==> src/rtl/alarm_sequencer.sv <==
// alarm_sequencer: IDLE/ARMED/RINGING/SNOOZE controller that decides when the song player sounds.
// Define ALARM_SNOOZE_EN to build in the snooze button, the SNOOZE state and the snooze counter.
module alarm_sequencer #(
    parameter int unsigned RING_TIMEOUT_SEC = 30,
    parameter int unsigned SNOOZE_SEC       = 60,
    parameter int unsigned MAX_SNOOZE       = 3
) (
    input  logic       clk,
    input  logic       reset_n,
    input  logic       tick_1hz,
    input  logic [3:0] seconds_ones,
    input  logic [2:0] seconds_tens,
    input  logic [3:0] minutes_ones,
    input  logic [2:0] minutes_tens,
    input  logic [3:0] alarm_minutes_ones,
    input  logic [2:0] alarm_minutes_tens,
    input  logic       load_SW,
    input  logic       alarm_off_SW,
    input  logic       snooze_BTN,
    output logic       play_sound,
    output logic       snooze_led,
    output logic [1:0] state,
    output logic [2:0] snooze_count,
    output logic [7:0] sec_left
);

    typedef enum logic [1:0] {
        ST_IDLE    = 2'd0,
        ST_ARMED   = 2'd1,
        ST_RINGING = 2'd2,
        ST_SNOOZE  = 2'd3
    } state_e;

    localparam logic [7:0] RING_LOAD = 8'(RING_TIMEOUT_SEC);

    state_e     state_q, state_d;
    logic [7:0] sec_left_q, sec_left_d;
    logic [2:0] snooze_cnt_q, snooze_cnt_d;
    logic       match, match_q, trigger, override;

    assign match = (minutes_ones == alarm_minutes_ones) && (minutes_tens == alarm_minutes_tens)
                && (seconds_ones == 4'd0) && (seconds_tens == 3'd0);
    // Only the rising edge of match fires, so a held match or arming during a match stays silent.
    assign trigger  = match & ~match_q;
    assign override = load_SW | alarm_off_SW;

`ifdef ALARM_SNOOZE_EN
    localparam logic [7:0] SNOOZE_LOAD = 8'(SNOOZE_SEC);
    localparam logic [2:0] SNOOZE_MAX  = 3'(MAX_SNOOZE);
    logic snooze_ok;
    assign snooze_ok = snooze_BTN && (snooze_cnt_q < SNOOZE_MAX);
`else
    logic unused_snooze;
    assign unused_snooze = ^{snooze_BTN, 8'(SNOOZE_SEC), 3'(MAX_SNOOZE)};
`endif

    always_ff @(posedge clk or negedge reset_n) begin
        if (!reset_n) begin
            state_q      <= ST_IDLE;
            sec_left_q   <= 8'd0;
            snooze_cnt_q <= 3'd0;
            match_q      <= 1'b0;
        end else begin
            state_q      <= state_d;
            sec_left_q   <= sec_left_d;
            snooze_cnt_q <= snooze_cnt_d;
            match_q      <= match;
        end
    end

    always_comb begin
        // NOTE: every next-state signal holds its current value by default, so no path infers a latch.
        state_d      = state_q;
        sec_left_d   = sec_left_q;
        snooze_cnt_d = snooze_cnt_q;
        if (override) begin
            state_d      = ST_IDLE;
            sec_left_d   = 8'd0;
            snooze_cnt_d = 3'd0;
        end else begin
            case (state_q)
                ST_IDLE: state_d = ST_ARMED;
                ST_ARMED: begin
                    if (trigger) begin
                        state_d      = ST_RINGING;
                        sec_left_d   = RING_LOAD;
                        snooze_cnt_d = 3'd0;
                    end
                end
                ST_RINGING: begin
`ifdef ALARM_SNOOZE_EN
                    // Snooze outranks the final tick so a last-second press still snoozes.
                    if (snooze_ok) begin
                        state_d      = ST_SNOOZE;
                        sec_left_d   = SNOOZE_LOAD;
                        snooze_cnt_d = snooze_cnt_q + 3'd1;
                    end else
`endif
                    if (tick_1hz) begin
                        if (sec_left_q == 8'd1) begin
                            state_d      = ST_ARMED;
                            sec_left_d   = 8'd0;
                            snooze_cnt_d = 3'd0;
                        end else begin
                            sec_left_d = sec_left_q - 8'd1;
                        end
                    end
                end
`ifdef ALARM_SNOOZE_EN
                ST_SNOOZE: begin
                    if (tick_1hz) begin
                        if (sec_left_q == 8'd1) begin
                            state_d    = ST_RINGING;
                            sec_left_d = RING_LOAD;
                        end else begin
                            sec_left_d = sec_left_q - 8'd1;
                        end
                    end
                end
`endif
                default: begin
                    state_d      = ST_IDLE;
                    sec_left_d   = 8'd0;
                    snooze_cnt_d = 3'd0;
                end
            endcase
        end
    end

    assign state        = state_q;
    assign play_sound   = (state_q == ST_RINGING);
    assign sec_left     = sec_left_q;
    assign snooze_count = snooze_cnt_q;
`ifdef ALARM_SNOOZE_EN
    assign snooze_led   = (state_q == ST_SNOOZE);
`else
    assign snooze_led   = 1'b0;
`endif

endmodule

==> config.mk <==
export PLATFORM = sky130hd
export DESIGN_NAME = alarm_sequencer
export DESIGN_NICKNAME = d
export VERILOG_FILES = /design/src/rtl/alarm_sequencer.sv
export SDC_FILE = /design/constraint.sdc
export NUM_CORES = 1
export LEC_CHECK = 0
export CAP_MARGIN = 20
export CORE_ASPECT_RATIO = 1.25
export CORE_UTILIZATION = 55
export DETAILED_ROUTE_END_ITERATION = 10
export DONT_BUFFER_PORTS = 1
export PLACE_DENSITY = 0.73
export SLEW_MARGIN = 20
export SYNTH_ARGS = -nofsm -noshare
export SYNTH_HDL_FRONTEND = slang
export SYNTH_SLANG_ARGS = --single-unit
==> constraint.sdc <==
create_clock -name clk -period 1.8 [get_ports clk]
set_clock_uncertainty 0.05 [all_clocks]
set_input_delay 0.36 -clock clk [delete_from_list [all_inputs] [get_ports clk]]
set_output_delay 0.36 -clock clk [all_outputs]
set_load 0.01 [all_outputs]
# Yosys cells after proc, flatten, opt, wreduce, memory -nomap -nowiden
# Index checks and enable logic that the tools add are counted.
# classes
add_sub_neg	1
eq_ne	9
mux	15
n_bitwise	3
reduce_logical	9
# ops
op	n
$mux 8	4
$pmux 8 s3	1
$mux 3	4
$pmux 3 s3	1
$eq 8x1->1 const B	1
$mux 2	4
$sub 8x1->8 const B	1
$pmux 2 s3	1
$reduce_and 3->1	2
$eq 4x4->1	1
$logic_not 4->1	1
$reduce_and 4->1	1
$eq 3x3->1	1
$logic_and 1x1->1	3
$logic_not 3->1	1
$ne 3x1->1 const B	1
$ne 3x2->1 const B	1
$ne 3x3->1 const B	1
$eq 2x1->1 const B	1
$eq 2x2->1 const B	1
$logic_not 2->1	1
$ne 2x2->1 const B	1
$and 1x1->1	1
$not 1->1	1
$or 1x1->1	1
# word_totals
register_bits	14
input_bits	27
out_inout_bits	15
word_cells	41

# Depth between registers and ports, before layout
# Gate-level depths: netlist (run 1).
# logic_depth
word_depth	8
ltp_mapped	8
depth_no_buf	7

# Least setup slack after synthesis (run 1)
# OpenSTA, ideal clock, no wires.
# synth_timing
path_kind	input port to flip-flop
startpoint	in seconds_ones[1]
endpoint	reg sec_left_q[0] (netlist: sec_left[0])
setup_time_ns	0.125
arrival_ns	1.728
required_time_ns	1.625
slack_ns	-0.103
stages	5
n_path_buf	0
path_cell_list	or4_1 nor4_2 a31oi_1 o21a_4 mux2_4
# synth_via
elab_chain_cells	6
# synth_rtl
element	line	source
from (decl)	11	input logic [3:0] seconds_ones,
$logic_not 4->1	42	&& (seconds_ones == 4'd0) && (seconds_tens == 3'd0);
$logic_and 1x1->1 (2 in series)	42	
$and 1x1->1	44	assign trigger = match & ~match_q;
$ne 3x3->1 (no line)	--	
$reduce_and 3->1 (no line)	--	
to (signal assigned)	65	sec_left_q <= sec_left_d;
to (decl)	37	logic [7:0] sec_left_q, sec_left_d;
# No other way between the ends.
# A chain may end at the register's enable or synchronous reset.

# Worst setup path in the final report (run 1)
# layout_timing
startpoint	reg state_q[1] (netlist: state[1])
endpoint	reg sec_left_q[0] (netlist: sec_left[0])
# layout_via
elab_chain_cells	3
word_cells_on_any_way	9
cone_classes	5 x eq/ne; 2 x mux; 2 x reduce/logical
# layout_rtl
element	line	source
from (decl)	36	state_e state_q, state_d;
from (signal assigned)	64	state_q <= state_d;
$eq 2x2->1, or another cell as far along	81	case (state_q)
$ne 3x2->1 (no line), or another cell as far along	--	
$reduce_and 3->1 (no line) / $mux 8 (equally long branches)	--	
# Several ways; a longest one is shown, not always the timed one.

==> flow_summary_export.csv, run 1 <==
group,metric,value,unit
run_status,status,"finished clean",
floorplan,fp.dieW,38.60,µm
floorplan,dieArea,0.001843,mm²
grt,grt_pass1_wl,3.070,mm
worst_setup_path,slowest_delay,400,ps
worst_setup_path,crit_path_start_kind,"flip-flop",
worst_setup_path,crit_chain,"inv_1, buf_4, ha_1, inv_1, a31oi_1, o21a_4, mux2_4",
grt,grt_pass1_vias,767,
clocking,numCtsBuffers,3,
logic_synthesis,synth_top_area_share,0.2989,
worst_setup_path,cp_common_cell,"inv_1",
logic_synthesis,muxShareOfSynthArea,0.03261,
logic_synthesis,synthArstFlopShare,1.000,
finish,final_area,0.001131,mm²
grt,grt_max_degree,12,
placement,port_buffers,0,
worst_setup_path,required,1910,ps
clocking,clk_path_buf_depth,2,
logic_synthesis,synth_adder_area_share,0.08152,
timing,slew_headroom,0.6528,
floorplan,core_area,0.001562,mm²
route,vias_per_cell,6.064,
flow_run,maxCapViolCount,0,
logic_synthesis,synth_ff_type,"dfrtp_1",
power_and_ir_drop,power_frac_seq,0.461,
logic_synthesis,synth_area_leaders,"dfrtp_1 (30%), ha_1 (8.2%), xor2_1 (6.7%)",
timing,hold_violations,0,
clocking,htreeDepth,1,
timing,period_needed,1695,ps
power_and_ir_drop,pwr-share-clk,0.320,
route,vias,855,
clocking,clk_latency,280,ps
finish,drive_gt1_frac,0.3089,
grt,grt-ovfl-total,0,
logic_synthesis,synth-xor-area-share,0.06658,
clocking,cts.clk_slew.worst_paths,70,ps
power_and_ir_drop,leakage,0.5048,nW
clocking,cts_tree,"built",
grt,grt_usage,0.2402,
worst_setup_path,critical_path.slowest_cell,"dfrtp_1",
power_and_ir_drop,combPwrFrac,0.219,
placement,placed_area,0.001081,mm²
timing,maxClockFrequency,0.5899,GHz
logic_synthesis,synth_commonest_cells,"dfrtp_1 (11), inv_1 (9), xor2_1 (7), ha_1 (6), o21ai_0 (6)",
route,routedWlPerCell,15.02,µm
power_and_ir_drop,p_sw_frac,0.2924,
floorplan,rows,16,
worst_setup_path,r2r_setup_slack,100,ps
logic_synthesis,synth_cells,102,
timing,worst_slew_pin_slew,519.0,ps
worst_setup_path,r2r_cells,7,
grt,antenna_found_initial,0,
power_and_ir_drop,switchingPower,160.5,µW
timing,setup_viol,0,
hold_path,holdPathEnd,"match_q",
placement,gp_congestion,0.8856,
finish,syn_to_final_growth,22.83,%
logic_synthesis,synth_top_family_by_area,"compound AO/OA/AOI/OAI gates",
logic_synthesis,syn_area,920.9,µm²
route,drt_iter0_markers,23,
route,ant_nets,0,
hold_path,hold_start,"seconds_ones[3]",
clocking,cts.sinks,11,
worst_setup_path,crit_type,"reg2reg",
route,drc_errors,0,
power_and_ir_drop,p_int,388.4,µW
logic_synthesis,yosysSeqAreaShare,0.2989,
logic_synthesis,yosysMostFrequentCell,"dfrtp_1",
clocking,cts_root_buf,"clkbuf_4",
floorplan,start_util,0.5897,
power_and_ir_drop,p_total,548.9,µW
logic_synthesis,synth-simple-area-share,0.1671,
logic_synthesis,synth_largest_area_cell,"dfrtp_1",
worst_setup_path,r2r_end,"sec_left[0]",
route,firstDrtPassIters,4,
power_and_ir_drop,power_density,485.3,mW/mm²
hold_path,hold_class,"in2reg",
worst_setup_path,r2r-start,"state[1]",
logic_synthesis,yosys_warnings,0,
worst_setup_path,cp.arrival,1810,ps
logic_synthesis,syn_avg_cell_area,9.028,µm²
timing,period_share,0.9418,
timing,grt_setup_unrepaired,"false",
placement,place_hpwl,1.663,mm
route,wirelength,2.118,mm
timing,final_max_slew_viol_count,0,
logic_synthesis,ys_types,36,
logic_synthesis,synth_seq_cells,11,
worst_setup_path,crit_fanout,6,
floorplan,die_h,47.75,µm
logic_synthesis,synth_edf_count,0,
logic_synthesis,synth_compound_area_frac,0.2663,
floorplan,ios,42,
worst_setup_path,critical_path.startpoint,"state[1]",
power_and_ir_drop,ir_drop,0.0004066,V
hold_path,hold_depth,2,
finish,antennaDiodeCount,0,
finish,nets,157,
worst_setup_path,cp-end-kind,"flip-flop",
worst max-delay path by stage:
| stage | endpoint | slack, ps | cells after the start |
|---|---|---|---|
| 6_report | sec_left[0] | 100 | 7 |
| 3_3_place_gp | sec_left[0] | -110 | 5 |
| 4_1_cts | sec_left[6] | 20 | 6 |
| 3_5_place_dp | sec_left[4] | -130 | 6 |
| 5_1_grt | sec_left[3] | 10 | 7 |
| 2_1_floorplan | sec_left[0] | -70 | 5 |
cell families (layout without fill, tap and decap cells):
family	Yosys count	after routing
AO/OA/AOI/OAI	33	33
other	1	4
multiplexers	2	2
adder cells (fa/ha/maj)	6	6
flip-flops	11	11
buffers and inverters	16	34
AND/OR/NAND/NOR	26	26
XOR/XNOR	7	7
cell type report:
class                      instances  area, µm²
clock buffer                       4      26.28
sequential                        11      275.3
inverter                           9      33.78
multi-input combinational         78      613.1
timing repair buffer              21      160.2
tap                               18      22.52
fill                             125      430.4
worst max-delay path: cells and delay by family (launching register included):
kind	cells	cell delay (ps)
buffers and inverters	3	230
multiplexers	1	300
adder cells (fa/ha/maj)	1	160
flip-flops	1	400
AO/OA/AOI/OAI	2	440
power by group through the flow:
stage / combinational (mW) / clock, mW / sequential [mW]
5_1_grt: 0.132 / 0.194 / 0.254
3_5_place_dp: 0.112 / 0 / 0.258
4_1_cts: 0.119 / 0.179 / 0.253
3_3_place_gp: 0.108 / 0 / 0.258
2_1_floorplan: 0.0790 / 0 / 0.262
6_report: 0.120 / 0.176 / 0.253
stage by stage:
stage | util | worst slack, ps | std cells | setup TNS [ps] | hold WS (ps)
finish | 0.7244 | 104.8 | 141 | 0 | 197.6
global route | 0.7244 | 10.56 | 141 | 0 | 203.1
CTS | 0.7155 | 16.59 | 141 | 0 | 199.6
detailed placement | 0.6923 | -133.7 | 136 | -962.7 | 14.67
floorplan | - | -68.89 | 105 | -323.2 | 14.41
global placement | 0.6923 | -113.9 | 136 | -822.2 | 14.66
layout by cell type, fill, tap and decap left out, types with 2 or more instances in the layout:
| master | count |
|---|---|
| a21oi_1 | 4 |
| a31oi_1 | 4 |
| buf_4 | 20 |
| clkbuf_4 | 3 |
| conb_1 | 4 |
| dfrtp_1 | 11 |
| ha_1 | 6 |
| inv_1 | 9 |
| mux2_4 | 2 |
| nand2_1 | 4 |
| nor2_1 | 5 |
| nor3_1 | 2 |
| nor4_1 | 3 |
| o211ai_1 | 5 |
| o21ai_0 | 6 |
| o21ai_1 | 3 |
| o311ai_2 | 2 |
| o31ai_1 | 2 |
| or2_2 | 2 |
| xor2_1 | 7 |
per-layer routing:
metal	up-vias	part of all wire	global-route usage	wire, µm
met5	-	0	0	0
met4	0	0.032	0.1310	68
met3	7	0.074	0.05116	156
li1	411	-	-	-
met1	385	0.38	0.2748	803
met2	52	0.51	0.4133	1090
repair_timing:
action,CTS,global route
resized for setup,0,3
setup buffers,0,0
hold endpoints to repair,11,0
endpoints found under the setup margin,0,5
hold buffers,1,0
sequential cells by signal, summed over array words and instances (netlist names):
name and cells:
state 2, match_q 1, sec_left 8
Power figures use the tool's default switching activity.
==> run 2, diff against run 1 <==
--- a/config.mk
+++ b/config.mk
@@ -11,7 +11,6 @@
 export DETAILED_ROUTE_END_ITERATION = 10
 export DONT_BUFFER_PORTS = 1
 export PLACE_DENSITY = 0.73
-export SLEW_MARGIN = 20
 export SYNTH_ARGS = -nofsm -noshare
 export SYNTH_HDL_FRONTEND = slang
 export SYNTH_SLANG_ARGS = --single-unit
==> constraint.sdc (replaced) <==
create_clock -name clk -period 1.8 [get_ports clk]
set_clock_uncertainty 0.05 [all_clocks]
set_input_delay 0.54 -clock clk [delete_from_list [all_inputs] [get_ports clk]]
set_output_delay 0.54 -clock clk [all_outputs]
set_load 0.01 [all_outputs]
==> flow_summary_export.csv, run 2 (synthesis gave the netlist of run 1 again) <==
group,metric,value,unit
clocking,cts_root_buf,"clkbuf_4",
placement,placed_area,0.001097,mm²
floorplan,core_area,0.001562,mm²
timing,whs,417.2,ps
worst_setup_path,r2r_end,"sec_left[0]",
finish,final_area,0.001266,mm²
finish,fillers,103,
power_and_ir_drop,p_sw_frac,0.3079,
power_and_ir_drop,power_density,453.2,mW/mm²
placement,place_hpwl,1.805,mm
route,routedWlPerCell,17.73,µm
finish,drive_gt1_frac,0.3876,
worst_setup_path,r2r_cells,6,
placement,dp_slack,-311.2,ps
clocking,clk_latency,280,ps
worst_setup_path,crit_path_start_kind,"input pin",
timing,worst_slew_pin_slew,516.4,ps
clocking,numCtsBuffers,3,
clocking,cts_tree,"built",
worst_setup_path,r2r-start,"state[0]",
route,drc_errors,0,
hold_path,hold_depth,2,
finish,postLayoutCoreUtil,0.8109,
power_and_ir_drop,combPwrFrac,0.253,
worst_setup_path,required,1920,ps
hold_path,holdPathEnd,"match_q",
timing,maxClockFrequency,0.5463,GHz
timing,period_needed,1830,ps
worst_setup_path,cp.arrival,1950,ps
worst_setup_path,crit_fanout,5,
power_and_ir_drop,ir_drop,0.0004555,V
route,drt_iter0_markers,30,
finish,largest_register_ffs,8,
run_status,status,"finished with violations",
run_status,violations,"negative setup slack",
route,vias_per_cell,6.279,
floorplan,die_h,47.75,µm
finish,antennaDiodeCount,0,
finish,final_cells,147,
timing,grt_setup_unrepaired,"true",
floorplan,fp.dieW,38.60,µm
timing,fin_tns_setup,-70.98,ps
floorplan,dieArea,0.001843,mm²
power_and_ir_drop,power_frac_seq,0.442,
clocking,cts.sinks,11,
clocking,cts.clk_slew.worst_paths,80,ps
grt,grt_pass1_wl,3.491,mm
worst_setup_path,cp-end-kind,"flip-flop",
flow_run,maxCapViolCount,0,
grt,grt_max_degree,12,
timing,slew_headroom,0.6546,
worst_setup_path,crit_type,"in2reg",
hold_path,hold_start,"seconds_ones[3]",
floorplan,start_util,0.5897,
power_and_ir_drop,leakage,0.5460,nW
timing,hold_violations,0,
finish,nets,163,
worst_setup_path,r2r_setup_slack,-20,ps
floorplan,ios,42,
grt,grt_usage,0.2760,
grt,antenna_found_initial,0,
route,firstDrtPassIters,4,
power_and_ir_drop,p_total,573.8,µW
placement,dpl.cell_count,139,
timing,setup_viol,4,
timing,setup_ws,-30.37,ps
finish,final_cell_mix,"buf_4 (24), dfrtp_1 (11), inv_1 (9), xor2_1 (7)",
route,ant_nets,0,
placement,port_buffers,0,
timing,final_max_slew_viol_count,0,
route,wirelength,2.606,mm
grt,grt_pass1_vias,861,
timing,period_share,1.017,
grt,grt-ovfl-total,0,
finish,final_common_cell,"buf_4",
finish,syn_to_final_growth,37.50,%
placement,gp_congestion,0.8685,
power_and_ir_drop,switchingPower,176.7,µW
route,vias,923,
clocking,clk_path_buf_depth,2,
floorplan,rows,16,
clocking,htreeDepth,1,
power_and_ir_drop,p_int,397.1,µW
hold_path,hold_class,"in2reg",
power_and_ir_drop,pwr-share-clk,0.305,
-- run 2: worst max-delay path by stage --
stage	depth (start not counted)	start	endpoint	slack, ps
2_1_floorplan	5	seconds_ones[1]	sec_left[0]	-250
3_3_place_gp	6	seconds_ones[1]	sec_left[2]	-300
3_5_place_dp	6	seconds_ones[1]	sec_left[4]	-310
4_1_cts	6	seconds_ones[1]	sec_left[4]	-20
5_1_grt	5	seconds_ones[1]	sec_left[0]	-70
6_report	5	seconds_ones[1]	sec_left[0]	-30
-- run 2: critical path, cell delays in order --
cell and delay (ps):
or4_4 520, nor4_4 170, a31oi_2 150, o21a_4 260, mux2_4 300
-- run 2: cell type report --
| class | instances | area [µm²] | area share |
|---|---|---|---|
| Sequential cell | 11 | 275.3 | 0.2174 |
| Inverter | 9 | 33.78 | 0.02668 |
| Multi-Input combinational cell | 78 | 695.7 | 0.5494 |
| Timing Repair Buffer | 27 | 212.7 | 0.1680 |
| Tap cell | 18 | 22.52 | 0.01779 |
| Clock buffer | 4 | 26.28 | 0.02075 |
-- run 2: power groups by stage --
stage	Combinational, mW	Sequential [mW]	Clock [mW]
floorplan	0.0790	0.262	0
global placement	0.110	0.258	0
detailed placement	0.113	0.258	0
CTS	0.123	0.253	0.174
global route	0.157	0.254	0.191
finish	0.145	0.254	0.175
-- run 2: layer usage --
| metal | vias to the layer above | wire (µm) | part of all wire | GRT usage |
|---|---|---|---|---|
| met5 | - | 0 | 0 | 0 |
| met4 | 0 | 79 | 0.030 | 0.1034 |
| met3 | 10 | 183 | 0.070 | 0.03721 |
| met2 | 49 | 1391 | 0.53 | 0.5567 |
| met1 | 441 | 951 | 0.36 | 0.2787 |
| li1 | 423 | - | - | - |
-- run 2: repair_timing --
item | 4_1_cts | 5_1_grt
setup endpoints to repair | 7 | 10
pin swaps | 2 | 5
setup buffers | 1 | 2
gates resized for setup | 3 | 18
endpoints found under the hold margin | 11 | 0
hold buffers | 1 | 0
